===== src/rtl/led_effect_sequencer_pkg.sv =====
// Shared types, constants and colour helpers for the RGB LED effect sequencer.
// Holds the mode enum, phase/level limits and the rainbow triangle-clamp function.
package led_pkg;

    typedef enum logic [1:0] {
        RAINBOW = 2'd0,
        BREATHE = 2'd1,
        BLINK   = 2'd2,
        OFF     = 2'd3
    } led_mode_e;

    localparam logic [10:0] PHASE_MAX   = 11'd1535;
    localparam logic [10:0] PHASE_G_OFS = 11'd512;
    localparam logic [10:0] PHASE_B_OFS = 11'd1024;
    localparam logic [7:0]  LEVEL_MAX   = 8'd255;

    // Offset a rainbow phase, wrapping inside 0..PHASE_MAX.
    function automatic logic [10:0] phase_add(
        input logic [10:0] p,
        input logic [10:0] ofs
    );
        logic [11:0] s;
        s = {1'b0, p} + {1'b0, ofs};
        if (s > {1'b0, PHASE_MAX})
            s = s - 12'd1536;
        return s[10:0];
    endfunction

    // Triangle peaking at phase 512, clipped to 0..255.
    function automatic logic [7:0] tri_clamp(input logic [10:0] p);
        logic signed [11:0] d;
        d = 12'sd512 - $signed({1'b0, p});
        if (d < 12'sd0)
            d = -d;
        d = 12'sd512 - d;
        if (d < 12'sd0)
            return 8'd0;
        if (d > 12'sd255)
            return LEVEL_MAX;
        return d[7:0];
    endfunction

endpackage


===== src/rtl/led_effect_sequencer_if.sv =====
// Colour/mode output bundle from the effect sequencer to the PWM stage.
// master drives oR/oG/oB/oMODE/oTICK, slave (PWM stage or monitor) observes.
interface led_effect_sequencer_if;

    logic [7:0] oR;
    logic [7:0] oG;
    logic [7:0] oB;
    logic [1:0] oMODE;
    logic       oTICK;

    modport master (
        output oR, oG, oB, oMODE, oTICK
    );

    modport slave (
        input oR, oG, oB, oMODE, oTICK
    );

endinterface


===== src/rtl/led_effect_sequencer_debouncer.sv =====
// Push-button conditioner: 2-flop synchronizer, stability counter, press pulse.
// Ports: iCLOCK, iRESET_n, iBUTTON_n (raw, active-low) -> oPRESS (1-cycle on press).
module button_debouncer #(
    parameter int DEBOUNCE = 120000
) (
    input  logic iCLOCK,
    input  logic iRESET_n,
    input  logic iBUTTON_n,
    output logic oPRESS
);

    localparam int CW = (DEBOUNCE > 2) ? $clog2(DEBOUNCE) : 1;
    localparam logic [CW-1:0] CNT_LAST = CW'(DEBOUNCE - 1);

    logic          sync1;
    logic          sync2;
    logic          level;
    logic [CW-1:0] cnt;

    always_ff @(posedge iCLOCK or negedge iRESET_n) begin
        if (!iRESET_n) begin
            sync1  <= 1'b1;
            sync2  <= 1'b1;
            level  <= 1'b1;
            cnt    <= '0;
            oPRESS <= 1'b0;
        end else begin
            sync1  <= iBUTTON_n;
            sync2  <= sync1;
            oPRESS <= 1'b0;
            if (sync2 == level) begin
                cnt <= '0;
            end else if (cnt == CNT_LAST) begin
                level  <= sync2;
                cnt    <= '0;
                // only the falling (pressed) transition is reported
                oPRESS <= ~sync2;
            end else begin
                cnt <= cnt + 1'b1;
            end
        end
    end

endmodule


===== src/rtl/led_effect_sequencer.sv =====
// RGB LED mode controller: button cycles RAINBOW/BREATHE/BLINK/OFF effects.
// Ports: iCLOCK, iRESET_n, iBUTTON_n; bus.master carries oR/oG/oB/oMODE/oTICK.
module led_effect_sequencer
    import led_pkg::*;
#(
    parameter int TICK_DIV = 240000,
    parameter int DEBOUNCE = 120000
) (
    input  logic                          iCLOCK,
    input  logic                          iRESET_n,
    input  logic                          iBUTTON_n,
    led_effect_sequencer_if.master        bus
);

    localparam int TW = (TICK_DIV > 2) ? $clog2(TICK_DIV) : 1;
    localparam logic [TW-1:0] TICK_LAST = TW'(TICK_DIV - 1);

    logic          press;
    led_mode_e     mode;
    logic [TW-1:0] tickCnt;
    logic          tick;
    logic [10:0]   phase;
    logic [7:0]    level;
    logic          levelUp;
    logic [6:0]    blinkCnt;
    logic [7:0]    colR;
    logic [7:0]    colG;
    logic [7:0]    colB;
    logic [7:0]    outR;
    logic [7:0]    outG;
    logic [7:0]    outB;

    button_debouncer #(
        .DEBOUNCE (DEBOUNCE)
    ) u_debouncer (
        .iCLOCK    (iCLOCK),
        .iRESET_n  (iRESET_n),
        .iBUTTON_n (iBUTTON_n),
        .oPRESS    (press)
    );

    assign tick = (tickCnt == TICK_LAST);

    // Mode FSM and effect state; a press restarts everything and
    // swallows a tick landing on the same edge.
    always_ff @(posedge iCLOCK or negedge iRESET_n) begin
        if (!iRESET_n) begin
            mode     <= RAINBOW;
            tickCnt  <= '0;
            phase    <= '0;
            level    <= '0;
            levelUp  <= 1'b1;
            blinkCnt <= '0;
        end else if (press) begin
            mode     <= led_mode_e'(mode + 2'd1);
            tickCnt  <= '0;
            phase    <= '0;
            level    <= '0;
            levelUp  <= 1'b1;
            blinkCnt <= '0;
        end else begin
            tickCnt <= tick ? '0 : tickCnt + 1'b1;
            if (tick) begin
                unique case (mode)
                    RAINBOW: begin
                        phase <= (phase == PHASE_MAX) ? 11'd0 : phase + 11'd1;
                    end
                    BREATHE: begin
                        if (levelUp) begin
                            level <= level + 8'd1;
                            if (level == 8'(LEVEL_MAX - 8'd1))
                                levelUp <= 1'b0;
                        end else begin
                            level <= level - 8'd1;
                            if (level == 8'd1)
                                levelUp <= 1'b1;
                        end
                    end
                    BLINK: begin
                        blinkCnt <= blinkCnt + 7'd1;
                    end
                    OFF: begin
                    end
                endcase
            end
        end
    end

    always_comb begin
        colR = 8'd0;
        colG = 8'd0;
        colB = 8'd0;
        unique case (mode)
            RAINBOW: begin
                colR = tri_clamp(phase);
                colG = tri_clamp(phase_add(phase, PHASE_G_OFS));
                colB = tri_clamp(phase_add(phase, PHASE_B_OFS));
            end
            BREATHE: begin
                colR = level;
                colG = level;
                colB = level;
            end
            BLINK: begin
                colR = blinkCnt[6] ? 8'd0 : LEVEL_MAX;
                colG = blinkCnt[6] ? 8'd0 : LEVEL_MAX;
                colB = blinkCnt[6] ? 8'd0 : LEVEL_MAX;
            end
            OFF: begin
            end
        endcase
    end

    always_ff @(posedge iCLOCK or negedge iRESET_n) begin
        if (!iRESET_n) begin
            outR <= 8'd0;
            outG <= 8'd0;
            outB <= 8'd0;
        end else begin
            outR <= colR;
            outG <= colG;
            outB <= colB;
        end
    end

    assign bus.oR    = outR;
    assign bus.oG    = outG;
    assign bus.oB    = outB;
    assign bus.oMODE = mode;
    assign bus.oTICK = tick;

endmodule


===== src/flat_wrapper.sv =====
// flat-port wrapper written by rule: the top's interface ports become plain ports
module led_effect_sequencer_flat import led_pkg::*;
#(
    parameter int TICK_DIV = 240000,
    parameter int DEBOUNCE = 120000
)
  (iCLOCK, iRESET_n, iBUTTON_n, bus_oR, bus_oG, bus_oB, bus_oMODE, bus_oTICK);
  led_effect_sequencer_if bus_i ();
  input  logic iCLOCK;
  input  logic iRESET_n;
  input  logic iBUTTON_n;
  output wire logic [$bits(bus_i.oR)-1:0] bus_oR;
  output wire logic [$bits(bus_i.oG)-1:0] bus_oG;
  output wire logic [$bits(bus_i.oB)-1:0] bus_oB;
  output wire logic [$bits(bus_i.oMODE)-1:0] bus_oMODE;
  output wire logic [$bits(bus_i.oTICK)-1:0] bus_oTICK;
  assign bus_oR = bus_i.oR;
  assign bus_oG = bus_i.oG;
  assign bus_oB = bus_i.oB;
  assign bus_oMODE = bus_i.oMODE;
  assign bus_oTICK = bus_i.oTICK;
  led_effect_sequencer #(.TICK_DIV(TICK_DIV), .DEBOUNCE(DEBOUNCE)) u_core (.iCLOCK(iCLOCK), .iRESET_n(iRESET_n), .iBUTTON_n(iBUTTON_n), .bus(bus_i));
endmodule

===== config.mk =====
export PLATFORM = sky130hd
export DESIGN_NAME = led_effect_sequencer_flat
export DESIGN_NICKNAME = d
export VERILOG_FILES = /design/src/rtl/led_effect_sequencer_pkg.sv /design/src/rtl/led_effect_sequencer_if.sv /design/src/rtl/led_effect_sequencer_debouncer.sv /design/src/rtl/led_effect_sequencer.sv /design/src/flat_wrapper.sv
export SDC_FILE = /design/constraint.sdc
export NUM_CORES = 1
export LEC_CHECK = 0
export CAP_MARGIN = 40
export CORE_MARGIN = 3
export CORE_UTILIZATION = 45
export DETAILED_ROUTE_END_ITERATION = 7
export GPL_TIMING_DRIVEN = 0
export HOLD_SLACK_MARGIN = 0.05
export SLEW_MARGIN = 40
export SYNTH_ARGS = -nofsm -noshare
export SYNTH_HDL_FRONTEND = slang
export SYNTH_SLANG_ARGS = --single-unit

===== constraint.sdc =====
create_clock -name iCLOCK -period 4.98 [get_ports iCLOCK]
set_input_delay 1.245 -clock iCLOCK [delete_from_list [all_inputs] [get_ports iCLOCK]]
set_output_delay 1.245 -clock iCLOCK [all_outputs]
set_load 0.1 [all_outputs]

==> key figures <==
GRT
  • First-pass GRT wire length: 31020 um
  • Total GRT Usage: 0.2314
  • Largest net degree at the start of global routing: 53
  • Overflow left after global routing: 0
  • Vias in the first global route: 6034
  • Initial antenna violation count: 0

Timing
  • Fin. Hold Viols: 0
  • Slew headroom: 0.3945
  • Final setup viols: 0
  • Max Slew Vio Count: 0
  • Setup_tns: 0 ns
  • Setup slack after layout: 0.3994 ns
  • Slew of the pin with the lowest slew margin: 0.8965 ns
  • Worst clock skew: 0.007132 ns
  • Tmin final: 4.581 ns
  • RSZ-0062 raised after global routing: no
  • Fmax: 218.3 MHz
  • Tcrit/Tclk final: 0.9198

CTS
  • Clk slew on worst S/H paths: 0.06 ns
  • H-tree depth: 3
  • Num Clock Sinks: 92
  • CTS root buffer: clkbuf_16
  • Hold buffer count at cts: 0
  • Clk buf depth: 2
  • Clk_lat worst skew: 0.34 ns
  • Post-CTS setup buffers: 0
  • CTS tree: yes
  • Number of buffers created by CTS: 9

Synthesis
  • Synth cell types: 82
  • Post-synth ARST share: 1.000
  • Yosys top cell area share: 0.3250
  • Cell accounting for the most synthesized area: dfrtp_1
  • Synth top area cells: dfrtp_1, xnor2_1, nor2_1
  • Adder-cell share of the synthesized area: 0.03878
  • Syn Nets: 834
  • Simple-Gate Fraction of Synth Area: 0.2554
  • Main synth FF type: dfrtp_1
  • Syn. warnings: 0
  • Syn Area/Cell: 8.365 um2
  • Commonest cells in the synthesized netlist: nor2_1, dfrtp_1, nand2_1, xnor2_1, xor2_1
  • Most frequent cell after synthesis: nor2_1
  • Main combinational cell family by area after synthesis: simple AND/OR/NAND/NOR gates
  • Sequential area share after synthesis: 0.3405
  • #FFs+latches synth: 92
  • Synth Area in Compound Gates: 0.1974
  • Post-Synthesis Cells: 810
  • Post-synth EDFFs: 0
  • Post-synthesis cell area: 0.006775 mm2
  • Synth Area in XOR/XNOR: 0.1086
  • Mux share of post-synthesis cell area: 0.01810

Worst hold path
  • Hold Path End: u_core.u_debouncer.sync2
  • Kind of path behind the tightest hold check: reg -> reg
  • Hold Crit Depth: 0
  • Worst hold start: u_core.u_debouncer.sync1

Critical path
  • Worst r2r src: u_core.phase[0]
  • Setup crit end kind: flip-flop
  • Crit path max-delay family: compound AO/OA/AOI/OAI gates
  • CP Class: reg -> reg
  • Max stage delay on crit path: 0.49 ns
  • R2R setup slack: 0.40 ns
  • Crit path DAT: 4.80 ns
  • Bufs and invs on worst path: 4
  • Startpoint Class: flip-flop
  • CP max stage cell: dfrtp_1
  • CP Max Fanout: 10
  • CP required: 5.20 ns
  • Worst reg2reg endpoint: u_core.bus.oG[3]
  • Critical path cell sequence: buf_2 > clkbuf_2 > inv_1 > ha_1 > buf_1 > nor2_2 > o21a_1 > o211a_1 > nand2b_1 > mux2i_1 > o211ai_1 > nor3b_1 > o21bai_2 > a221oi_1
  • Worst r2r path cells: 14

Route
  • Routed WL per cell: 18.16 um
  • TritonRoute pass-1 iters: 6
  • Antenna viol nets, final: 0
  • Drt drc: 0
  • DR vias/cell: 6.116
  • DR vias: 6361
  • Starting DRC count in detailed routing: 494
  • Overall routed net length: 18890 um

Finish
  • Util after Layout: 0.5136
  • Design area: 0.007521 mm2
  • Area grow syn2layout: 11.01%
  • Diode count: 0
  • Register area: 0.002307 mm2
  • Layout Nets: 875
  • Share of cells above drive strength 1: 0.1063
  • Multi-input logic area: 0.004198 mm2
  • Fill count: 1399

Placed design
  • I/O Buffers: 29
  • Placed Area: 0.007182 mm2
  • RD Place Congestion: 1.045
  • Setup WS pre-CTS: 0.1498 ns
  • HPWL Detailed: 14350 um

Power and ir drop
  • Leak: 3.230 nW
  • Switching part of the total power: 0.1932
  • Sequential power share: 0.497
  • Clk network pwr share: 0.488
  • Final Power: 1.518 mW
  • Net switching power: 0.2932 mW
  • Combinational Power Share: 0.015
  • P per Cell Area: 201.8 mW/mm2
  • P_int: 1.225 mW
  • Worst VDD drop: 0.1724 mV

Outcome
  • Status: finished, final reports clean

Floorplan
  • Core area: 0.01464 mm2
  • IO Count: 30
  • Initial Util: 0.4627
  • Die area: 0.01657 mm2
  • Die outline height: 128.7 um
  • Chip width: 128.7 um
  • Row cnt: 44

Flow run
  • Maxcap violations: 0
-- layer usage --
metal	global-route usage	wire length, um	up-vias
li1	-	-	3004
met1	0.3096	8395	3058
met2	0.3854	9001	263
met3	0.04234	1158	36
met4	0.06424	333	0
met5	0	0	-
-- metrics by stage --
| stage | hold slack (ns) | instances |
|---|---|---|
| 5_1_grt | 0.3583 | 1040 |
| 4_1_cts | 0.3562 | 1040 |
| 3_3_place_gp | 0.3454 | 1023 |
| 3_5_place_dp | 0.3470 | 1024 |
| 6_report | 0.3556 | 1040 |
| 2_1_floorplan | 0.3452 | 810 |
-- power groups by stage --
stage / clock, mW / combinational [mW] / sequential, mW
floorplan: 0 / 0.00482 / 0.767
global placement: 0 / 0.0222 / 0.768
detailed placement: 0 / 0.0249 / 0.767
CTS: 0.758 / 0.0249 / 0.754
global route: 0.793 / 0.0276 / 0.753
finish: 0.741 / 0.0233 / 0.754
-- area by class of cell --
| type | count | share of cell area |
|---|---|---|
| tap | 184 | 0.03061 |
| multi-input combinational | 650 | 0.5581 |
| buffer | 48 | 0.02728 |
| inverter | 20 | 0.009982 |
| timing repair buffer | 30 | 0.02346 |
| clock buffer | 13 | 0.03460 |
| sequential | 92 | 0.3068 |
| clock inverter | 3 | 0.009150 |
-- kinds of logic (layout without fill, tap and decap cells) --
kind of cell,after synthesis,after routing
compound gates,187,187
xor+xnor,84,84
fa+ha+maj,21,21
buf+inv,68,114
flops,92,92
mux,12,12
simple gates,346,346
-- cell usage in the layout (no fill, tap or decap), types with 8 or more instances in the layout --
cell type,netlist,routed
nor3_1,28,28
o21ai_0,33,33
inv_1,19,19
nand2b_1,8,8
a21oi_1,33,33
o21a_1,9,9
nor2_1,103,102
clkbuf_16,0,9
o31ai_1,8,8
xnor2_1,46,46
or3_1,15,15
clkbuf_1,29,31
nand4_1,16,16
and3_1,17,17
nand2_1,81,81
buf_2,13,40
mux2i_1,10,10
xor2_1,38,38
a221oi_1,20,20
dfrtp_1,88,88
a31oi_1,9,8
ha_1,21,21
nand3_1,27,27
-- worst max-delay path by stage --
stage               startpoint               end  slack (ns)  depth (start not counted)
3_5_place_dp   u_core.phase[0]  u_core.bus.oG[6]        0.15                         14
5_1_grt        u_core.phase[0]  u_core.bus.oR[5]        0.10                         14
6_report       u_core.phase[0]  u_core.bus.oG[3]        0.40                         14
2_1_floorplan  u_core.phase[0]  u_core.bus.oB[0]        1.07                         14
3_3_place_gp          iRESET_n   u_core.phase[9]       -0.58                          1
4_1_cts        u_core.phase[0]  u_core.bus.oG[6]        0.12                         14
-- registers in the layout, summed over array words and instances, names as in the netlist, 2 cells and up --
| name | cells |
|---|---|
| u_core.bus.oMODE | 2 |
| u_core.bus.oB | 8 |
| u_core.bus.oG | 8 |
| u_core.level | 8 |
| u_core.phase | 11 |
| u_core.bus.oR | 8 |
| u_core.tickCnt | 18 |
| u_core.blinkCnt | 7 |
| u_core.u_debouncer.cnt | 17 |
-- timing repair --
item | in CTS | in global routing
endpoints found under the hold margin | 0 | 0
gates resized for setup | 0 | 2
endpoints found under the setup margin | 0 | 24
-- worst register-to-register path, delay by kind of cell (launching register included) --
family	cells	cell delay, ns
compound gates	5	1.51
buf+inv	4	0.98
flops	1	0.49
fa+ha+maj	1	0.36
simple gates	3	0.97
mux	1	0.16
Note: power is estimated with default switching activity, not from simulation.
